### src/rtl/divmul_unit_pkg.sv
// rtl/divmul_unit_pkg.sv - shared types and op decoding for the mult/div engine
package divmul_unit_pkg;

    typedef enum logic [1:0] {DM_MULT, DM_MULTU, DM_DIV, DM_DIVU} divmul_op_t;
    typedef enum logic [1:0] {ST_IDLE, ST_MUL, ST_DIV, ST_DONE} divmul_state_t;

    localparam int DATA_W     = 32;
    localparam int DIV_CYCLES = 33;

    typedef struct packed {
        logic is_signed;
        logic is_div;
    } ctrl_sign_t;

    localparam logic [3:0] ALU_MULT  = 4'b1000;
    localparam logic [3:0] ALU_MULTU = 4'b1001;
    localparam logic [3:0] ALU_DIV   = 4'b1010;
    localparam logic [3:0] ALU_DIVU  = 4'b1011;

    function automatic divmul_op_t decode_divmul_op(input logic [3:0] alucontrol);
        divmul_op_t res;
        case (alucontrol)
            ALU_MULTU: res = DM_MULTU;
            ALU_DIV:   res = DM_DIV;
            ALU_DIVU:  res = DM_DIVU;
            default:   res = DM_MULT;
        endcase
        return res;
    endfunction

    function automatic ctrl_sign_t op_ctrl(input divmul_op_t op);
        ctrl_sign_t res;
        res.is_signed = (op == DM_MULT) || (op == DM_DIV);
        res.is_div    = (op == DM_DIV) || (op == DM_DIVU);
        return res;
    endfunction

endpackage

### src/rtl/div_radix2.sv
// rtl/div_radix2.sv - unsigned restoring divider, one quotient bit per cycle
module div_radix2
    import divmul_unit_pkg::*;
#(
    parameter int ITER = 32
) (
    input  logic              clk,
    input  logic              rst,
    input  logic              start,
    input  logic              abort,
    input  logic [DATA_W-1:0] dividend,
    input  logic [DATA_W-1:0] divisor,
    output logic              busy,
    output logic              done,
    output logic [DATA_W-1:0] quotient,
    output logic [DATA_W-1:0] remainder
);
    localparam int CNT_W = $clog2(ITER + 1);

    logic [DATA_W-1:0] rem_q, quo_q, dsr_q;
    logic [CNT_W-1:0]  cnt_q;
    logic [DATA_W:0]   trial, diff;

    // Shift the next dividend bit into the partial remainder and try to subtract.
    assign trial = {rem_q, quo_q[DATA_W-1]};
    assign diff  = trial - {1'b0, dsr_q};

    always_ff @(posedge clk or negedge rst) begin
        if (!rst) begin
            rem_q <= '0;
            quo_q <= '0;
            dsr_q <= '0;
            cnt_q <= '0;
            busy  <= 1'b0;
            done  <= 1'b0;
        end else begin
            done <= 1'b0;
            if (abort) begin
                busy <= 1'b0;
            end else if (start) begin
                rem_q <= '0;
                quo_q <= dividend;
                dsr_q <= divisor;
                cnt_q <= CNT_W'(ITER);
                busy  <= 1'b1;
            end else if (busy) begin
                if (diff[DATA_W]) begin
                    rem_q <= trial[DATA_W-1:0];
                    quo_q <= {quo_q[DATA_W-2:0], 1'b0};
                end else begin
                    rem_q <= diff[DATA_W-1:0];
                    quo_q <= {quo_q[DATA_W-2:0], 1'b1};
                end
                cnt_q <= cnt_q - 1'b1;
                if (cnt_q == CNT_W'(1)) begin
                    busy <= 1'b0;
                    done <= 1'b1;
                end
            end
        end
    end

    assign quotient  = quo_q;
    assign remainder = rem_q;

endmodule

### src/rtl/divmul_unit.sv
// rtl/divmul_unit.sv - multi-cycle MULT/MULTU/DIV/DIVU engine with EX stall request
module divmul_unit
    import divmul_unit_pkg::*;
#(
    parameter int MUL_LAT  = 3,
    parameter int DIV_ITER = 32
) (
    input  logic        clk,
    input  logic        rst,
    input  logic        start,
    input  divmul_op_t  op,
    input  logic [31:0] src_a,
    input  logic [31:0] src_b,
    input  logic        flush,
    input  logic        pipe_stall,
    output logic        stall_req,
    output logic        result_valid,
    output logic [31:0] hi,
    output logic [31:0] lo
);
    divmul_state_t state_q, state_d;
    ctrl_sign_t    ctrl_in;
    logic          accept, load_result;
    logic [7:0]    mul_cnt_q;
    logic [63:0]   mul_pipe [MUL_LAT];
    logic [63:0]   a_ext, b_ext, product;
    logic [31:0]   mag_a, mag_b, a_q, quotient, remainder, div_hi, div_lo;
    logic          div_op_q, q_neg_q, r_neg_q, b_zero_q;
    logic          div_busy, div_done;

    assign ctrl_in = op_ctrl(op);
    assign accept  = (state_q == ST_IDLE) && start && !flush;

    // Sign-extending to 64 bits makes the low 64 bits of one multiply serve both flavours.
    assign a_ext   = {{32{ctrl_in.is_signed & src_a[31]}}, src_a};
    assign b_ext   = {{32{ctrl_in.is_signed & src_b[31]}}, src_b};
    assign product = a_ext * b_ext;

    assign mag_a = (ctrl_in.is_signed && src_a[31]) ? -src_a : src_a;
    assign mag_b = (ctrl_in.is_signed && src_b[31]) ? -src_b : src_b;

    div_radix2 #(.ITER(DIV_ITER)) u_div (
        .clk       (clk),
        .rst       (rst),
        .start     (accept && ctrl_in.is_div),
        .abort     (flush),
        .dividend  (mag_a),
        .divisor   (mag_b),
        .busy      (div_busy),
        .done      (div_done),
        .quotient  (quotient),
        .remainder (remainder)
    );

    always_ff @(posedge clk or negedge rst) begin
        if (!rst) begin
            state_q <= ST_IDLE;
        end else begin
            state_q <= state_d;
        end
    end

    always_comb begin
        state_d   = state_q;
        stall_req = 1'b0;
        case (state_q)
            ST_IDLE: begin
                if (accept) begin
                    stall_req = 1'b1;
                    state_d   = ctrl_in.is_div ? ST_DIV : ST_MUL;
                end
            end
            ST_MUL: begin
                stall_req = 1'b1;
                if (mul_cnt_q == 8'd0) state_d = ST_DONE;
            end
            ST_DIV: begin
                stall_req = 1'b1;
                if (div_done && !div_busy) state_d = ST_DONE;
            end
            ST_DONE: begin
                if (!pipe_stall) state_d = ST_IDLE;
            end
            default: state_d = ST_IDLE;
        endcase
        if (flush) state_d = ST_IDLE;
    end

    always_ff @(posedge clk or negedge rst) begin
        if (!rst) begin
            mul_cnt_q <= '0;
            a_q       <= '0;
            div_op_q  <= 1'b0;
            q_neg_q   <= 1'b0;
            r_neg_q   <= 1'b0;
            b_zero_q  <= 1'b0;
        end else if (accept) begin
            mul_cnt_q <= 8'(MUL_LAT - 1);
            a_q       <= src_a;
            div_op_q  <= ctrl_in.is_div;
            q_neg_q   <= ctrl_in.is_signed && (src_a[31] ^ src_b[31]);
            r_neg_q   <= ctrl_in.is_signed && src_a[31];
            b_zero_q  <= (src_b == 32'd0);
        end else if (state_q == ST_MUL && mul_cnt_q != 8'd0) begin
            mul_cnt_q <= mul_cnt_q - 8'd1;
        end
    end

    // Product chain shifts freely; only the slot captured on the accept edge reaches the end on time.
    always_ff @(posedge clk or negedge rst) begin
        if (!rst) begin
            for (int k = 0; k < MUL_LAT; k++) mul_pipe[k] <= '0;
        end else begin
            mul_pipe[0] <= product;
            for (int k = 1; k < MUL_LAT; k++) mul_pipe[k] <= mul_pipe[k-1];
        end
    end

    always_comb begin
        div_lo = q_neg_q ? -quotient : quotient;
        div_hi = r_neg_q ? -remainder : remainder;
        if (b_zero_q) begin
            div_lo = '1;
            div_hi = a_q;
        end
    end

    assign load_result = (state_q == ST_MUL || state_q == ST_DIV) && (state_d == ST_DONE);

    always_ff @(posedge clk or negedge rst) begin
        if (!rst) begin
            hi <= '0;
            lo <= '0;
        end else if (load_result) begin
            if (div_op_q) begin
                hi <= div_hi;
                lo <= div_lo;
            end else begin
                {hi, lo} <= mul_pipe[MUL_LAT-1];
            end
        end
    end

    assign result_valid = (state_q == ST_DONE);

endmodule

### config.mk
export PLATFORM = sky130hd
export DESIGN_NAME = divmul_unit
export DESIGN_NICKNAME = d
export VERILOG_FILES = /design/src/rtl/divmul_unit_pkg.sv /design/src/rtl/div_radix2.sv /design/src/rtl/divmul_unit.sv
export SDC_FILE = /design/constraint.sdc
export NUM_CORES = 2
export LEC_CHECK = 0
export ABC_AREA = 1
export ABC_CLOCK_PERIOD_IN_PS = 2900
export BUFFER_PORTS_ARGS = -buffer_cell sky130_fd_sc_hd__buf_2
export CAP_MARGIN = 30
export CELL_PAD_IN_SITES_DETAIL_PLACEMENT = 0
export CELL_PAD_IN_SITES_GLOBAL_PLACEMENT = 1
export CORE_MARGIN = 2
export CORE_UTILIZATION = 25
export CTS_CLUSTER_DIAMETER = 30
export DETAILED_ROUTE_END_ITERATION = 7
export MAX_ROUTING_LAYER = met4
export PLACE_DENSITY = 0.47
export RECOVER_POWER = 50
export SLEW_MARGIN = 20
export SYNTH_ARGS = -nofsm -noshare
export SYNTH_HDL_FRONTEND = slang
export SYNTH_HIERARCHICAL = 1
export SYNTH_SLANG_ARGS = --single-unit
### constraint.sdc
create_clock -name clk -period 2.9 [get_ports clk]
set_clock_uncertainty 0.1 [all_clocks]
set_input_delay 0.29 -clock clk [delete_from_list [all_inputs] [get_ports clk]]
set_output_delay 0.29 -clock clk [all_outputs]
set_load 0.005 [all_outputs]
==> impl_summary.log <==
INFO  metric failed_checks = max-capacitance violations, max-slew violations, negative setup slack
INFO  metric crit_buf_inv = 9
INFO  metric final_max_tran_viols = ~50
INFO  metric cell_taking_the_most_area_after_synthesis = fa_1
INFO  metric synthesis.instances = 7,915
INFO  metric syn_area_per_cell = approximately 7.7 um2
INFO  metric worst-path-max-fanout = 8
INFO  metric layout.cells.non_filler = roughly 12,000
INFO  metric fillCellCount = around 26,000
INFO  metric path_delay_family = adder cells
INFO  metric sequential_fraction_of_the_synthesis_area = roughly 17%
INFO  metric global_route.usage.met2 = between 30% and 40%
INFO  metric synth_enable_flop_cells = 0
INFO  metric top_level_port_count = around 140
INFO  metric netlist_top_cells_area = fa_1 37%, dfrtp_1 17%, nand2_1 14%
INFO  metric hold_viol = 0
INFO  metric first_pass_grt_wire_length = 388,000 um
INFO  metric initial_utilization = roughly a quarter
INFO  metric routed_wire_per_std_cell = ~22 um
INFO  metric critPathCaptureType = register
INFO  metric asyncSetResetFlopFracSynth = 100%
INFO  metric maximum_cell_stage_delay_along_the_critical_path = between 0.6 and 0.7 ns
INFO  metric track_usage = a little over a fifth
INFO  metric initial_drt_pass_iterations = 5
INFO  metric post_synth_num_cell_types = 52
INFO  metric synthesis.nets = about 9,400
INFO  metric gp_routability_congestion = slightly above 0.9
INFO  metric post_route_cells_drive_above_1_share = 24.2%
INFO  metric vias = 52,300
INFO  metric tightestPinTransition = between 1.5 and 2 ns
INFO  metric cp-start-kind = input port
INFO  metric finalSetupTns = -172.45 ns
INFO  metric whs = ~0.09 ns
INFO  metric number_of_antenna_violations_at_the_first_check_in_global_routing = 23
INFO  metric synthMostInstantiatedCell = nand2_1
INFO  metric syn2layout_area_growth = 36.7%
INFO  metric dp_worst_setup_slack = -4.76 ns
INFO  metric clock_tree_from_tritoncts = done
INFO  metric vias_per_cell = ~4.3
INFO  metric slew_headroom = -21.7%
INFO  metric yosysTopAreaCellShare = 36.8%
INFO  metric floorplan.rows = 181
INFO  metric globalRoute.busiestLayer = met2
INFO  metric final-setup-viol-count = 60
INFO  metric detailed_place_hpwl = around 220,000 um
INFO  metric cts_max_path_buffers = 3
INFO  metric insertion_delay = approximately 0.75 ns
INFO  metric rsz0062_at_grt = yes
INFO  metric timing.setup.critical_path_class = input port to register
INFO  metric htree_num_levels = 4
INFO  metric drt-initial-drc-count = between 2,000 and 3,000
INFO  metric post-route-period-util = 215%
INFO  metric cts_buffers = ~130
INFO  metric grt_max_degree = between 90 and 100
INFO  metric timing.critical_path.mode_cell = fa_1
INFO  metric number_of_nets_in_the_layout = 10,200
INFO  metric place_inst = between 10,000 and 15,000
INFO  metric final.setup.worst_slack = -3.34 ns
INFO  metric antenna_violating_nets_post_route = 0
INFO  metric drv_cap = 1
INFO  metric synth-main-ff-cell = dfrtp_1
INFO  metric global_route.usage.met3 = 2.56%
INFO  metric die-width = 499 um
INFO  metric grt_use_met1 = 28.2%
INFO  metric synthTopCellsByCount = 2,288 x nand2_1, 1,995 x inv_1, 1,126 x fa_1, 505 x nor2_1, 406 x dfrtp_1
INFO  metric design.core.area = 0.243 mm2
INFO  metric fmaxAchievable = 160 MHz
INFO  metric arrival = 6.75 ns
INFO  metric io_buffer_count = around 140
INFO  metric status = finished, violations left
INFO  metric ys.warnings.count = 6
INFO  metric period_needed = about 6.2 ns
INFO  metric vertical_extent_of_the_die = 499 um
INFO  metric clkSinkCount = 406
INFO  metric synth.cell_area = slightly above 0.06 mm2
INFO  metric crit_required = around 3.4 ns
INFO  metric worstHoldPathType = input port to register
INFO  metric first_global_vias = 56,500
INFO  metric post-route-drc-count = 0
INFO  metric floorplan.die_area = between 0.2 and 0.25 mm2
INFO  metric grt_overflow = 0
INFO  metric totalWireLength = 261,000 um
INFO  metric clk_pin_slew_worst_paths = about 0.040 ns
INFO  metric slowest_stage = fa_2
INFO  metric ys_seq_elements = around 410
INFO  metric root_buffer = clkbuf_16
## state kept, by name, indices dropped and copies added, names as in the netlist
signal,flops
b_zero_q,1
u_div/done,1
u_div/dsr_q,32
u_div/remainder,32
u_div/quotient,32
a_q,32
lo,32
q_neg_q,1
u_div/cnt_q,6
r_neg_q,1
div_op_q,1
state_q,2
hi,32
u_div/busy,1
mul_cnt_q,8
mul_pipe,192
## per-layer routing
metal	part of all wire [%]	routed length [um]
met1	45	116000
met2	48	127000
met3	3.9	10100
met4	3.1	8170
met5	0	0
## worst register-to-register path, delay by kind of cell (launching register included)
family | cells | cell delay, ns
buf+inv | 3 | 0.34
flops | 1 | 0.44
simple gates | 13 | 1.16
fa+ha+maj | 2 | 0.62
## path summary, 6_finish.rpt
path	startpoint	end	slack, ns	depth (start not counted)
setup / recovery	src_a[31]	mul_pipe[185]$_DFF_PN0_	-3.34	28
setup reg to reg	u_div/quotient[31]$_DFFE_PN0P_	u_div/remainder[1]$_DFFE_PN0P_	0.16	18
min in group asynchronous	rst	u_div/remainder[27]$_DFFE_PN0P_	0.52	2
max in group asynchronous	rst	mul_pipe[175]$_DFF_PN0_	0.13	4
hold / removal	src_a[12]	a_q[12]$_DFFE_PN0P_	0.09	4
hold reg to reg	mul_pipe[64]$_DFF_PN0_	mul_pipe[0]$_DFF_PN0_	0.23	0
## cell type report
class	instances	area (um2)	share of cell area [%]
Antenna cell	7	17.5	0.0209
Timing Repair Buffer	1031	10700	12.8
Tap cell	3202	4010	4.78
Sequential cell	406	10200	12.1
Clock buffer	185	3750	4.48
Clock inverter	54	843	1.01
Multi-Input combinational cell	5147	46700	55.7
Timing Repair inverter	1	6.26	0.00747
Inverter	2012	7600	9.07
## cells by family (layout without fill, tap and decap cells)
| kind of cell | count (synthesis) | in the layout | share of synthesized area, % |
|---|---|---|---|
| AND/OR/NAND/NOR | 3185 | 3185 | 20.8 |
| buffers and inverters | 2362 | 3283 | 14.6 |
| adder cells (fa/ha/maj) | 1383 | 1383 | 42.0 |
| AO/OA/AOI/OAI | 448 | 448 | 4.05 |
| flip-flops | 406 | 406 | 16.6 |
| XOR/XNOR | 131 | 131 | 1.87 |
| other | 0 | 7 | 0 |
## stage by stage
stage / instance area (um2) / util (%)
2_1_floorplan: 64300 / -
6_report: 83800 / 34.4
5_1_grt: 83800 / 34.4
4_1_cts: 82200 / 33.8
3_3_place_gp: 72500 / 29.8
3_5_place_dp: 72500 / 29.8
## cell usage in the layout, fill, tap and decap left out, types with 28 or more instances in the layout
| cell | netlist | layout |
|---|---|---|
| ha_4 | 0 | 94 |
| buf_12 | 1 | 144 |
| buf_2 | 26 | 84 |
| nand4_1 | 45 | 45 |
| buf_4 | 3 | 585 |
| inv_1 | 1995 | 1818 |
| xor2_1 | 103 | 74 |
| buf_8 | 0 | 39 |
| a21oi_1 | 135 | 87 |
| clkbuf_1 | 255 | 31 |
| fa_1 | 1126 | 1047 |
| clkbuf_16 | 0 | 138 |
| inv_2 | 14 | 177 |
| fa_2 | 0 | 79 |
| nor2_2 | 4 | 45 |
| nor2_4 | 4 | 88 |
| nor2_1 | 505 | 380 |
| nand2_1 | 2288 | 2071 |
| o21ai_1 | 24 | 35 |
| buf_6 | 4 | 137 |
| ha_1 | 257 | 160 |
| nand3_1 | 235 | 200 |
| nand2_4 | 7 | 72 |
| o21ai_0 | 192 | 156 |
| nand2_2 | 17 | 155 |
| dfrtp_1 | 406 | 405 |
| xnor2_1 | 28 | 28 |
## what timing repair did
item,CTS,global route
hold buffers,10,0
setup endpoints to repair,59,113
resized for setup,938,334
hold endpoints to repair,211,0
gates cloned,10,5
setup buffers,137,48
pin swaps,359,277
Power is not shown: default switching activity piles up to over one toggle a cycle in this logic, so the estimate is an artifact.
